===== src/rtl/sram_req_arbiter.sv =====
// Two-into-one sram-like request arbiter: data requester has fixed priority over instruction fetch.
// One registered request toward memory; an in-order tag FIFO routes each data_ok back to its owner.
module sram_req_arbiter #(
  parameter int DEPTH = 4
) (
  input  logic        clk,
  input  logic        resetn,

  input  logic        inst_req,
  input  logic        inst_wr,
  input  logic [1:0]  inst_size,
  input  logic [3:0]  inst_wstrb,
  input  logic [31:0] inst_addr,
  input  logic [31:0] inst_wdata,
  output logic        inst_addr_ok,
  output logic        inst_data_ok,
  output logic [31:0] inst_rdata,

  input  logic        data_req,
  input  logic        data_wr,
  input  logic [1:0]  data_size,
  input  logic [3:0]  data_wstrb,
  input  logic [31:0] data_addr,
  input  logic [31:0] data_wdata,
  output logic        data_addr_ok,
  output logic        data_data_ok,
  output logic [31:0] data_rdata,

  output logic        mem_req,
  output logic        mem_wr,
  output logic [1:0]  mem_size,
  output logic [3:0]  mem_wstrb,
  output logic [31:0] mem_addr,
  output logic [31:0] mem_wdata,
  input  logic        mem_addr_ok,
  input  logic        mem_data_ok,
  input  logic [31:0] mem_rdata
);

  localparam int PTR_W = $clog2(DEPTH);
  localparam logic [PTR_W:0] FULL_COUNT = (PTR_W + 1)'(DEPTH);

  logic             hold_valid_reg;
  logic             hold_src_reg;
  logic             hold_wr_reg;
  logic [1:0]       hold_size_reg;
  logic [3:0]       hold_wstrb_reg;
  logic [31:0]      hold_addr_reg;
  logic [31:0]      hold_wdata_reg;

  logic             tag_mem_reg [DEPTH];
  logic [PTR_W-1:0] rd_ptr_reg;
  logic [PTR_W-1:0] wr_ptr_reg;
  logic [PTR_W:0]   count_reg;
  logic [PTR_W:0]   count_next;

  logic resp_valid;
  logic count_free;
  logic can_accept;
  logic accept;
  logic head_src;

  // A response in the same cycle frees a tag slot, so a full FIFO can still accept.
  assign resp_valid   = mem_data_ok & (count_reg != '0);
  assign count_free   = (count_reg != FULL_COUNT) | mem_data_ok;
  assign can_accept   = (~hold_valid_reg | mem_addr_ok) & count_free;

  assign data_addr_ok = can_accept & data_req;
  assign inst_addr_ok = can_accept & inst_req & ~data_req;
  assign accept       = data_addr_ok | inst_addr_ok;

  assign head_src     = tag_mem_reg[rd_ptr_reg];
  assign inst_data_ok = resp_valid & ~head_src;
  assign data_data_ok = resp_valid & head_src;
  assign inst_rdata   = mem_rdata;
  assign data_rdata   = mem_rdata;

  assign mem_req   = hold_valid_reg;
  assign mem_wr    = hold_wr_reg;
  assign mem_size  = hold_size_reg;
  assign mem_wstrb = hold_wstrb_reg;
  assign mem_addr  = hold_addr_reg;
  assign mem_wdata = hold_wdata_reg;

  always_comb begin
    count_next = count_reg;
    case ({accept, resp_valid})
      2'b10:   count_next = count_reg + 1'b1;
      2'b01:   count_next = count_reg - 1'b1;
      default: count_next = count_reg;
    endcase
  end

  always_ff @(posedge clk) begin
    if (!resetn) begin
      hold_valid_reg <= 1'b0;
      rd_ptr_reg     <= '0;
      wr_ptr_reg     <= '0;
      count_reg      <= '0;
    end else begin
      if (accept) begin
        hold_valid_reg <= 1'b1;
      end else if (mem_addr_ok) begin
        hold_valid_reg <= 1'b0;
      end
      if (accept) begin
        wr_ptr_reg <= wr_ptr_reg + 1'b1;
      end
      if (resp_valid) begin
        rd_ptr_reg <= rd_ptr_reg + 1'b1;
      end
      count_reg <= count_next;
    end
  end

  // Payload fields need no reset: mem_req gates them.
  always_ff @(posedge clk) begin
    if (accept) begin
      hold_src_reg   <= data_req;
      hold_wr_reg    <= data_req ? data_wr    : inst_wr;
      hold_size_reg  <= data_req ? data_size  : inst_size;
      hold_wstrb_reg <= data_req ? data_wstrb : inst_wstrb;
      hold_addr_reg  <= data_req ? data_addr  : inst_addr;
      hold_wdata_reg <= data_req ? data_wdata : inst_wdata;
    end
  end

  generate
    for (genvar gi = 0; gi < DEPTH; gi++) begin : g_tag
      always_ff @(posedge clk) begin
        if (accept && (wr_ptr_reg == PTR_W'(gi))) begin
          tag_mem_reg[gi] <= data_req;
        end
      end
    end
  endgenerate

endmodule

===== config.mk =====
export PLATFORM = sky130hd
export DESIGN_NAME = sram_req_arbiter
export DESIGN_NICKNAME = d
export VERILOG_FILES = /design/src/rtl/sram_req_arbiter.sv
export SDC_FILE = /design/constraint.sdc
export NUM_CORES = 1
export LEC_CHECK = 0
export BUFFER_PORTS_ARGS = -buffer_cell sky130_fd_sc_hd__clkbuf_2
export CAP_MARGIN = 40
export CORE_AREA = 2 2 123 125
export CTS_BUF_LIST = sky130_fd_sc_hd__clkbuf_2
export DETAILED_ROUTE_END_ITERATION = 16
export DIE_AREA = 0 0 125 127
export PLACE_DENSITY = 0.62
export SETUP_SLACK_MARGIN = 0.4
export SYNTH_ARGS = -nofsm -noshare
export SYNTH_HDL_FRONTEND = slang
export SYNTH_SLANG_ARGS = --single-unit

===== constraint.sdc =====
create_clock -name clk -period 4.1 [get_ports clk]
set_input_delay 0.82 -clock clk [delete_from_list [all_inputs] [get_ports clk]]
set_output_delay 0.82 -clock clk [all_outputs]
set_load 0.01 [all_outputs]

==> results_dict.tcl, run 1 <==
set metrics [dict create \
    drc 0 \
    synthFlopType "edfxtp_1" \
    maxClockFrequency_mhz 387.1 \
    finalCritPeriodShare 0.6301 \
    dieHeight_um 127 \
    p_sw_frac 0.2783 \
    synth_warnings 0 \
    synthSimpleGateAreaFrac 0.03813 \
    comb_power_share 0.229 \
    cts.clk_slew.worst_paths_ns 0.23 \
    r2r_slack_ns 1.84 \
    grt_max_degree 79 \
    syn-num-nets 464 \
    synth_compound_area_frac 0.01111 \
    reg2reg_depth 9 \
    port_buffers 223 \
    avgSynthCellArea_sq_um 14.99 \
    fin_worst_skew_ns 0.02783 \
    vias 2656 \
    synth_edf_count 75 \
    seq_power_share 0.520 \
    min_path_cells 2 \
    final-hold-violation-count 0 \
    p_int_mw 1.626 \
    rsz0062_at_grt "no" \
    synth_area_leaders "edfxtp_1 54%, mux2_2 19%, buf_4 12%" \
    synthesis.area_sq_um 4168 \
    ys_seq_area_frac 0.5884 \
    synth_xor_area_frac 0.008406 \
    ir_drop_uv 200.2 \
    synth.largest_area_cell "edfxtp_1" \
    firstDrtPassIters 3 \
    wl_met2_mm 4.736 \
    holdPathEnd "wr_ptr_reg[1]$_SDFFE_PN0P_" \
    syn_to_final_growth_pct 24.71 \
    overflow 0 \
    tritoncts "yes" \
    root_buffer "clkbuf_2" \
    ant_nets 0 \
    grt_pass1_vias 2724 \
    met3WireLength_um 833 \
    fp.dieArea_sq_um 15880 \
    drive_gt1_frac 0.7175 \
    die_x_um 125 \
    maxSlewViolCount 0 \
    grt_pass1_wl_mm 13.46 \
    wl_met1_mm 3.182 \
    synth_common_cells "75 x edfxtp_1, 71 x mux2_2, 64 x buf_4" \
    wl_per_cell_um 14.46 \
    ys_ff_latch 85 \
    nFillCells 1420 \
    post_cts_resized 0 \
    dpl.hpwl_mm 7.042 \
    status "complete, no violations" \
    power_frac_clock 0.251 \
    hold_class "reg2reg" \
    synth_cell_types 28 \
    endpoint_kind "output port" \
    worstSetupPathType "reg2out" \
    synth_adder_area_share 0.01981 \
    h-tree-depth 3 \
    crit_required_ns 3.28 \
    routed_wl_mm 9.123 \
    utilization 0.3603 \
    cellLeakagePower_nw 2.301 \
    tightest_slew_ns 0.5938 \
    p_switching_mw 0.6270 \
    timing.rr.start "count_reg[0]$_SDFFE_PN0P_" \
    via_per_inst 4.209 \
    placementRows 44 \
    setup_violations 0 \
    core-area_sq_um 14420 \
    placed_area_sq_um 5027 \
    synth_most_common_cell "edfxtp_1" \
    min_from "wr_ptr_reg[1]$_SDFFE_PN0P_" \
    post_cts_buffers 0 \
    syn_inst 278 \
    multiInputGateArea_sq_um 1172 \
    ctsLongestPathBuffers 2 \
    grt_use_total 0.1112 \
    grt_antenna_before_repair 1 \
    regArea_sq_um 2452 \
    routabilityCongestion 0.7689 \
    nets 627 \
    r2r_end "count_reg[2]$_SDFFE_PN0P_" \
    finalInstanceArea_sq_um 5197 \
    synthArstFlopShare 0 \
    synth_top_family_by_area "multiplexers" \
    initial_utilization 0.2889 \
    worstPathMaxFanout 2 \
    synth_mux_area_frac 0.2020 \
    cts_hold_buf 0 \
    ios 320 \
    start_kind "flop" \
    relSlewSlack 0.6042 \
    tns_ns 0 \
    clock_latency_ns 0.56 \
    p_per_area_nw_per_um2 433.4 \
    cp.arrival_ns 1.76 \
    maxUsedRoutingLayer "met4" \
    period_needed_ns 2.583 \
    cts_sinks 85 \
    drt_iter0_markers 82 \
    synth_top_area_share 0.5404 \
    cts_buffers 9 \
    maxCapViolCount 0 \
]
## how the worst max path moves through the flow
| stage | end | slack, ns | cells past startpoint |
|---|---|---|---|
| floorplan | count_reg[2]$_SDFFE_PN0P_ | 0.17 | 9 |
| global placement | count_reg[2]$_SDFFE_PN0P_ | 1.46 | 10 |
| detailed placement | count_reg[2]$_SDFFE_PN0P_ | 1.36 | 10 |
| CTS | data_data_ok | 1.41 | 3 |
| global route | data_data_ok | 1.38 | 3 |
| finish | data_data_ok | 1.52 | 3 |
## layout by cell type, fill, tap and decap left out, drive strengths merged, types with 2 or more instances in the layout
| cell type | Yosys | final |
|---|---|---|
| clkbuf | 1 | 231 |
| inv | 7 | 8 |
| xnor2 | 3 | 3 |
| nand2 | 5 | 5 |
| nor4b | 2 | 2 |
| edfxtp | 75 | 75 |
| and2 | 9 | 9 |
| ha | 5 | 5 |
| clkinvlp | 0 | 2 |
| o21ai | 2 | 2 |
| mux2i | 2 | 2 |
| buf | 72 | 3 |
| dfxtp | 10 | 10 |
| nor2 | 2 | 2 |
| bufinv | 0 | 3 |
| mux2 | 71 | 71 |
## routing by layer
layer	track usage	vias up
met3	0.03978	41
li1	-	1260
met2	0.2001	140
met1	0.1059	1215
met5	0	-
met4	0.07712	0
## cells by family (layout without fill, tap and decap cells)
| kind of cell | count (synthesis) | after routing |
|---|---|---|
| xor gates and xnor gates | 4 | 4 |
| adders and majority gates | 6 | 6 |
| AOI/OAI and AO/OA | 6 | 6 |
| other | 0 | 1 |
| and+or+nand+nor | 23 | 23 |
| buffers and inverters | 80 | 248 |
| DFF | 85 | 85 |
| muxes | 74 | 74 |
## power groups by stage
stage | logic, mW | clock network, mW | registers (mW)
finish | 0.516 | 0.566 | 1.17
global route | 0.570 | 0.623 | 1.19
CTS | 0.529 | 0.597 | 1.17
detailed placement | 0.527 | 0 | 1.20
global placement | 0.514 | 0 | 1.19
floorplan | 0.302 | 0 | 1.24
## through the flow
stage	power, mW	hold WS (ns)	cells	setup slack (ns)
2_1_floorplan	1.544	0.4677	278	0.1710
3_3_place_gp	1.704	0.4828	614	1.457
3_5_place_dp	1.722	0.4973	614	1.362
4_1_cts	2.300	0.4394	630	1.408
5_1_grt	2.378	0.4537	631	1.384
6_report	2.253	0.5163	631	1.517
## worst max-delay path: stages (launching register included)
cell      delay (ns)
dfxtp_1         0.39
mux4_2          0.52
and2b_1         0.18
clkbuf_2        0.12
## cell type report
cell class | instances | area share
antenna | 1 | 0.0004815
clock inverter | 7 | 0.02359
tap | 184 | 0.04429
inverter | 7 | 0.005055
timing repair buffer | 225 | 0.2205
clock buffer | 9 | 0.008666
multi-input combinational | 113 | 0.2256
sequential | 85 | 0.4718
(Power assumes the default switching activity.)
==> run 2, diff against run 1 <==
--- a/config.mk
+++ b/config.mk
@@ -5,13 +5,14 @@
 export SDC_FILE = /design/constraint.sdc
 export NUM_CORES = 1
 export LEC_CHECK = 0
+export ABC_AREA = 1
 export BUFFER_PORTS_ARGS = -buffer_cell sky130_fd_sc_hd__clkbuf_2
 export CAP_MARGIN = 40
-export CORE_AREA = 2 2 123 125
+export CORE_AREA = 2 2 124 126
 export CTS_BUF_LIST = sky130_fd_sc_hd__clkbuf_2
 export DETAILED_ROUTE_END_ITERATION = 16
-export DIE_AREA = 0 0 125 127
-export PLACE_DENSITY = 0.62
+export DIE_AREA = 0 0 126 128
+export PLACE_DENSITY = 0.59
 export SETUP_SLACK_MARGIN = 0.4
 export SYNTH_ARGS = -nofsm -noshare
 export SYNTH_HDL_FRONTEND = slang
==> constraint.sdc (replaced) <==
create_clock -name clk -period 2.5 [get_ports clk]
set_input_delay 0.5 -clock clk [delete_from_list [all_inputs] [get_ports clk]]
set_output_delay 0.5 -clock clk [all_outputs]
set_load 0.01 [all_outputs]
==> run 2 against run 1 <==
Clock-buffer cell count up 1. Critical path depth increased by 3. Total power increased by 52%. Synthesized cell count increased by 9.0%. Non-clock buffer count is 7 higher. Cell count increased by 5.9%. Routed wire length grew 14%. Largest power group unchanged. Critical endpoint is now data_addr_ok. Clock skew is 0.015 ns higher. Hold slack got worse by 0.30 ns. Largest cell class unchanged.
==> results_dict.tcl, run 2 <==
set metrics [dict create \
    port_buffers 223 \
    ys_ff_latch 85 \
    firstDrtPassIters 4 \
    synth_edf_count 75 \
    via_per_inst 4.265 \
    ir_drop_uv 363.9 \
    maxClockFrequency_mhz 507.0 \
    layout_common_cells "229 x clkbuf_2, 75 x edfxtp_1, 40 x mux2_1" \
    p_int_mw 2.408 \
    die_x_um 126 \
    routabilityCongestion 0.7615 \
    drive_gt1_frac 0.6221 \
    vias 2849 \
    fin_worst_skew_ns 0.04262 \
    reg2reg_depth 11 \
    synth_top_family_by_area "multiplexers" \
    finalInstanceArea_sq_um 5268 \
    cts_sinks 85 \
    maxCapViolCount 0 \
    min_from "inst_wdata[4]" \
    hold_class "in2reg" \
    wl_met2_mm 5.567 \
    multiInputGateArea_sq_um 1174 \
    r2r_end "count_reg[2]$_SDFFE_PN0P_" \
    grt_pass1_vias 2930 \
    core-area_sq_um 14860 \
    tns_ns 0 \
    synthSimpleGateAreaFrac 0.02989 \
    syn_inst 303 \
    cp.arrival_ns 1.47 \
    avgSynthCellArea_sq_um 13.82 \
    relSlewSlack 0.6527 \
    r2r_slack_ns 0.57 \
    nFillCells 1462 \
    ys_seq_area_frac 0.5858 \
    overflow 0 \
    finalNonFillerCells 668 \
    synth_common_cells "75 x edfxtp_1, 65 x buf_4, 40 x mux2_1" \
    worstSetupPathType "reg2out" \
    met3WireLength_mm 1.017 \
    crit_required_ns 2.00 \
    synthFlopType "edfxtp_1" \
    tritoncts "yes" \
    placed_area_sq_um 5035 \
    tightest_slew_ns 0.5209 \
    maxSlewViolCount 0 \
    synth_compound_area_frac 0.02271 \
    dp_cells 645 \
    synthArstFlopShare 0 \
    finalCritPeriodShare 0.7890 \
    min_path_cells 2 \
    synth_adder_area_share 0.01973 \
    synth_warnings 0 \
    grt_max_degree 74 \
    routed_wl_mm 10.39 \
    regArea_sq_um 2457 \
    comb_power_share 0.249 \
    synth_most_common_cell "edfxtp_1" \
    p_per_area_nw_per_um2 651.2 \
    maxUsedRoutingLayer "met4" \
    p_sw_frac 0.2980 \
    p_total_mw 3.430 \
    ios 320 \
    synth_mux_area_frac 0.1910 \
    status "complete, no violations" \
    grt_use_total 0.1241 \
    period_needed_ns 1.973 \
    placementRows 45 \
    nets 660 \
    p_switching_mw 1.022 \
    start_kind "flop" \
    worstPathMaxFanout 5 \
    wl_per_cell_um 15.55 \
    wl_met1_mm 3.404 \
    fp.dieArea_sq_um 16130 \
    dieHeight_um 128 \
    root_buffer "clkbuf_2" \
    synth_area_leaders "edfxtp_1 54%, buf_4 12%, mux2_1 11%" \
    cts_buffers 9 \
    grt_antenna_before_repair 1 \
    seq_power_share 0.543 \
    ctsLongestPathBuffers 2 \
    endpoint_kind "output port" \
    final-hold-violation-count 0 \
    drt_iter0_markers 93 \
    layout_commonest_cell "clkbuf_2" \
    rsz0062_at_grt "yes" \
    ant_nets 0 \
    setup_violations 0 \
    cts.clk_slew.worst_paths_ns 0.25 \
    syn-num-nets 489 \
    synthesis.area_sq_um 4187 \
    h-tree-depth 3 \
    synth_cell_types 19 \
    drc 0 \
    synth_top_area_share 0.5380 \
    initial_utilization 0.2816 \
    cellLeakagePower_nw 2.388 \
    timing.rr.start "count_reg[2]$_SDFFE_PN0P_" \
    clock_latency_ns 0.54 \
    grt_pass1_wl_mm 15.08 \
    synth.largest_area_cell "edfxtp_1" \
    syn_to_final_growth_pct 25.82 \
    dpl.hpwl_mm 8.140 \
    power_frac_clock 0.208 \
    holdPathEnd "mem_wdata[4]$_DFFE_PP_" \
    synth_xor_area_frac 0.002092 \
]
==> run 2: worst max-delay path by stage <==
stage                                    startpoint  cells after the start  slack (ns)                   endpoint
final                     count_reg[2]$_SDFFE_PN0P_                      6        0.53               data_addr_ok
after global routing      count_reg[2]$_SDFFE_PN0P_                      6        0.38               inst_addr_ok
after CTS                 count_reg[2]$_SDFFE_PN0P_                      6        0.40               data_addr_ok
after detailed placement                mem_data_ok                     11        0.31  count_reg[2]$_SDFFE_PN0P_
after global placement                  mem_data_ok                     11        0.42  count_reg[2]$_SDFFE_PN0P_
after floorplan                            data_req                      9        0.52  count_reg[2]$_SDFFE_PN0P_
==> run 2: cell families after synthesis <==
group	Yosys count
mux	71
simple gates	32
flops	85
compound gates	16
xor+xnor	1
fa+ha+maj	6
buf+inv	92
==> run 2: metal layers <==
| layer | global-route usage | vias to the layer above |
|---|---|---|
| met2 | 0.2306 | 161 |
| met4 | 0.06852 | 0 |
| met1 | 0.1164 | 1306 |
| met3 | 0.04841 | 40 |
| met5 | 0 | - |
| li1 | - | 1342 |
==> run 2: power by group through the flow <==
| stage | sequential (mW) | clock (mW) | combinational (mW) |
|---|---|---|---|
| 3_5_place_dp | 1.89 | 0 | 0.788 |
| 3_3_place_gp | 1.88 | 0 | 0.762 |
| 6_report | 1.86 | 0.714 | 0.854 |
| 4_1_cts | 1.86 | 0.763 | 0.811 |
| 2_1_floorplan | 1.96 | 0 | 0.449 |
| 5_1_grt | 1.88 | 0.811 | 0.948 |
==> run 2: timing repair <==
item	4_1_cts	5_1_grt
hold buffers	0	0
pin swaps	0	4
gates resized for setup	5	22
endpoints found under the setup margin	2	5
endpoints found under the hold margin	0	0
buffers inserted	1	5
==> run 2: through the flow <==
step | hold slack [ns] | worst slack, ns | utilization
4_1_cts | 0.1279 | 0.3952 | 0.3478
3_5_place_dp | 0.4773 | 0.3066 | 0.3387
2_1_floorplan | 0.4435 | 0.5192 | -
3_3_place_gp | 0.4582 | 0.4150 | 0.3387
5_1_grt | 0.1123 | 0.3837 | 0.3544
6_report | 0.2186 | 0.5275 | 0.3544
==> run 2: layout make-up <==
| type | count | share of cell area |
|---|---|---|
| timing repair buffer | 232 | 0.2299 |
| inverter | 20 | 0.01425 |
| tap | 188 | 0.04466 |
| multi-input combinational | 126 | 0.2228 |
| sequential | 85 | 0.4665 |
| clock inverter | 6 | 0.01188 |
| clock buffer | 10 | 0.009501 |
| antenna | 1 | 0.0004751 |
==> run 2: worst max-delay path, stage by stage (launching register included) <==
cell and delay [ns]:
dfxtp_2 0.38, inv_2 0.05, nor2_2 0.09, nand2_2 0.13, nand3_4 0.12, inv_2 0.04, buf_6 0.11
==> run 3, diff against run 2 <==
--- a/config.mk
+++ b/config.mk
@@ -5,14 +5,14 @@
 export SDC_FILE = /design/constraint.sdc
 export NUM_CORES = 1
 export LEC_CHECK = 0
-export ABC_AREA = 1
+export ABC_AREA = 0
 export BUFFER_PORTS_ARGS = -buffer_cell sky130_fd_sc_hd__clkbuf_2
 export CAP_MARGIN = 40
-export CORE_AREA = 2 2 124 126
+export CORE_AREA = 2 2 123 125
 export CTS_BUF_LIST = sky130_fd_sc_hd__clkbuf_2
 export DETAILED_ROUTE_END_ITERATION = 16
-export DIE_AREA = 0 0 126 128
-export PLACE_DENSITY = 0.59
+export DIE_AREA = 0 0 125 127
+export PLACE_DENSITY = 0.62
 export SETUP_SLACK_MARGIN = 0.4
 export SYNTH_ARGS = -nofsm -noshare
 export SYNTH_HDL_FRONTEND = slang
==> constraint.sdc (replaced) <==
create_clock -name clk -period 1.6 [get_ports clk]
set_input_delay 0.32 -clock clk [delete_from_list [all_inputs] [get_ports clk]]
set_output_delay 0.32 -clock clk [all_outputs]
set_load 0.01 [all_outputs]
==> run 3 against run 2 <==
The run now ends with setup timing left. Cell count up 7.3%. Hold slack got worse by 0.13 ns. Via count up 5.4%. Die area fell by 1.6%. Final area is 22% higher. Sequential share of layout area fell by 8.2 points. Routed wire length up 5.5%. Setup slack worse by 1.0 ns. Largest cell class unchanged. Largest power group unchanged. Highest routed layer unchanged.
==> results_dict.tcl, run 3 (synthesized netlist as in run 1, its figures left out) <==
set metrics [dict create \
    status "finished, violations left" \
    violations "setup timing" \
    layout_commonest_cell "clkbuf_2" \
    ir_drop_uv 382.3 \
    grt_pass1_vias 2964 \
    overflow 0 \
    finalCritPeriodShare 1.307 \
    layout_common_cells "157 x clkbuf_2, 75 x edfxtp_1, 71 x mux2_2" \
    cpLargestDelayFamily "multiplexers" \
    path_buf_inv 1 \
    root_buffer "clkbuf_2" \
    endpoint_kind "output port" \
    worstSetupPathType "reg2out" \
    h-tree-depth 3 \
    firstDrtPassIters 4 \
    core-area_sq_um 14420 \
    cts.clk_slew.worst_paths_ns 0.23 \
    wl_per_cell_um 15.29 \
    p_per_area_nw_per_um2 1005 \
    start_kind "flop" \
    crit_slowest_cell "mux4_2" \
    setup_ws_ns -0.4912 \
    cellLeakagePower_nw 2.816 \
    dieHeight_um 127 \
    fp.dieArea_sq_um 15880 \
    tns_ns -11.54 \
    ant_nets 0 \
    fin_worst_skew_ns 0.02227 \
    placed_area_sq_um 5150 \
    setup_violations 85 \
    drc 0 \
    nets 713 \
    worstPathMaxFanout 2 \
    dpl.hpwl_mm 7.277 \
    grt_antenna_before_repair 1 \
    grt_pass1_wl_mm 15.14 \
    period_needed_ns 2.091 \
    wl_met1_mm 3.780 \
    wl_met2_mm 5.983 \
    worstPathCellList "mux4_2 > and2b_1 > buf_6" \
    ios 320 \
    rsz0062_at_grt "yes" \
    drt_iter0_markers 132 \
    tritoncts "yes" \
    finalInstanceArea_sq_um 6401 \
    die_x_um 125 \
    met3WireLength_um 767 \
    cts_buffers 9 \
    max_stage_delay_ns 0.53 \
    port_buffers 223 \
    p_total_mw 6.431 \
    routed_wl_mm 10.96 \
    tightest_slew_ns 0.3427 \
    ctsLongestPathBuffers 2 \
    place_ws_ns -0.5550 \
    maxClockFrequency_mhz 478.2 \
    maxSlewViolCount 0 \
    utilization 0.4438 \
    crit_required_ns 1.28 \
    final-hold-violation-count 0 \
    cts_sinks 85 \
    placementRows 44 \
    routabilityCongestion 0.7579 \
    maxCapViolCount 0 \
    drive_gt1_frac 0.7049 \
    grt_max_degree 42 \
    hold_class "in2reg" \
    grt_use_total 0.1243 \
    vias 3002 \
    cp.arrival_ns 1.77 \
    clock_latency_ns 0.52 \
    maxUsedRoutingLayer "met4" \
    via_per_inst 4.187 \
    relSlewSlack 0.7715 \
    initial_utilization 0.2889 \
    syn_to_final_growth_pct 53.59 \
]
==> run 3: cell types whose count changed in the layout (fill, tap and decap cells not counted), moves of 6 or more <==
| cell | delta |
|---|---|
| mux2_1 | -40 |
| and2_4 | +6 |
| inv_1 | -13 |
| dlygate4sd3_1 | +48 |
| buf_6 | +19 |
| buf_16 | +12 |
| buf_8 | +6 |
| mux2_2 | +40 |
| nor2_1 | -9 |
| buf_2 | +62 |
| a21oi_1 | -7 |
| clkbuf_2 | -72 |
| nand2_1 | -6 |
==> run 3: power breakdown <==
part | internal (mW) | switching, mW | leakage (nW)
Sequential | 2.85 | 0.148 | 0.829
Combinational | 1.48 | 0.994 | 1.93
Clock | 0.211 | 0.747 | 0.0544
Total | 4.54 | 1.89 | 2.82
==> run 3: area by class of cell <==
cell class | instances | area (sq um)
clock buffer | 9 | 45.04
fill | 1262 | 8023
timing repair buffer | 311 | 2322
multi-input combinational | 113 | 1265
clock inverter | 7 | 48.80
inverter | 7 | 26.28
sequential | 85 | 2461
tap | 184 | 230.2
antenna | 1 | 2.502
==> run 3: final timing paths <==
path              slack (ns)                        from                         end  cells past startpoint
hold / removal          0.09              inst_wdata[15]     mem_wdata[15]$_DFFE_PP_                      2
hold reg to reg         0.52  wr_ptr_reg[0]$_SDFFE_PN0P_  wr_ptr_reg[0]$_SDFFE_PN0P_                      2
setup reg to reg       -0.41   count_reg[1]$_SDFFE_PN0P_   count_reg[2]$_SDFFE_PN0P_                      9
setup / recovery       -0.49    tag_mem_reg[3]$_DFFE_PP_                data_data_ok                      3
==> run 3: metal layers <==
layer | vias up | track usage
met3 | 40 | 0.03434
met1 | 1384 | 0.1222
met4 | 0 | 0.07255
met5 | - | 0
li1 | 1443 | -
met2 | 135 | 0.2337
==> run 3: through the flow <==
stage               hold slack [ns]  std cells
floorplan                    0.4189        278
global placement             0.4854        625
detailed placement           0.4957        626
CTS                        0.002786        664
global route               0.001063        717
finish                      0.08823        717
==> run 3: timing repair <==
item / CTS / global route
hold buffers: 0 / 48
gates cloned: 11 / 0
pin swaps: 7 / 5
buffers inserted: 11 / 4
setup endpoints to repair: 161 / 179
endpoints found under the hold margin: 0 / 27
gates resized for setup: 45 / 95
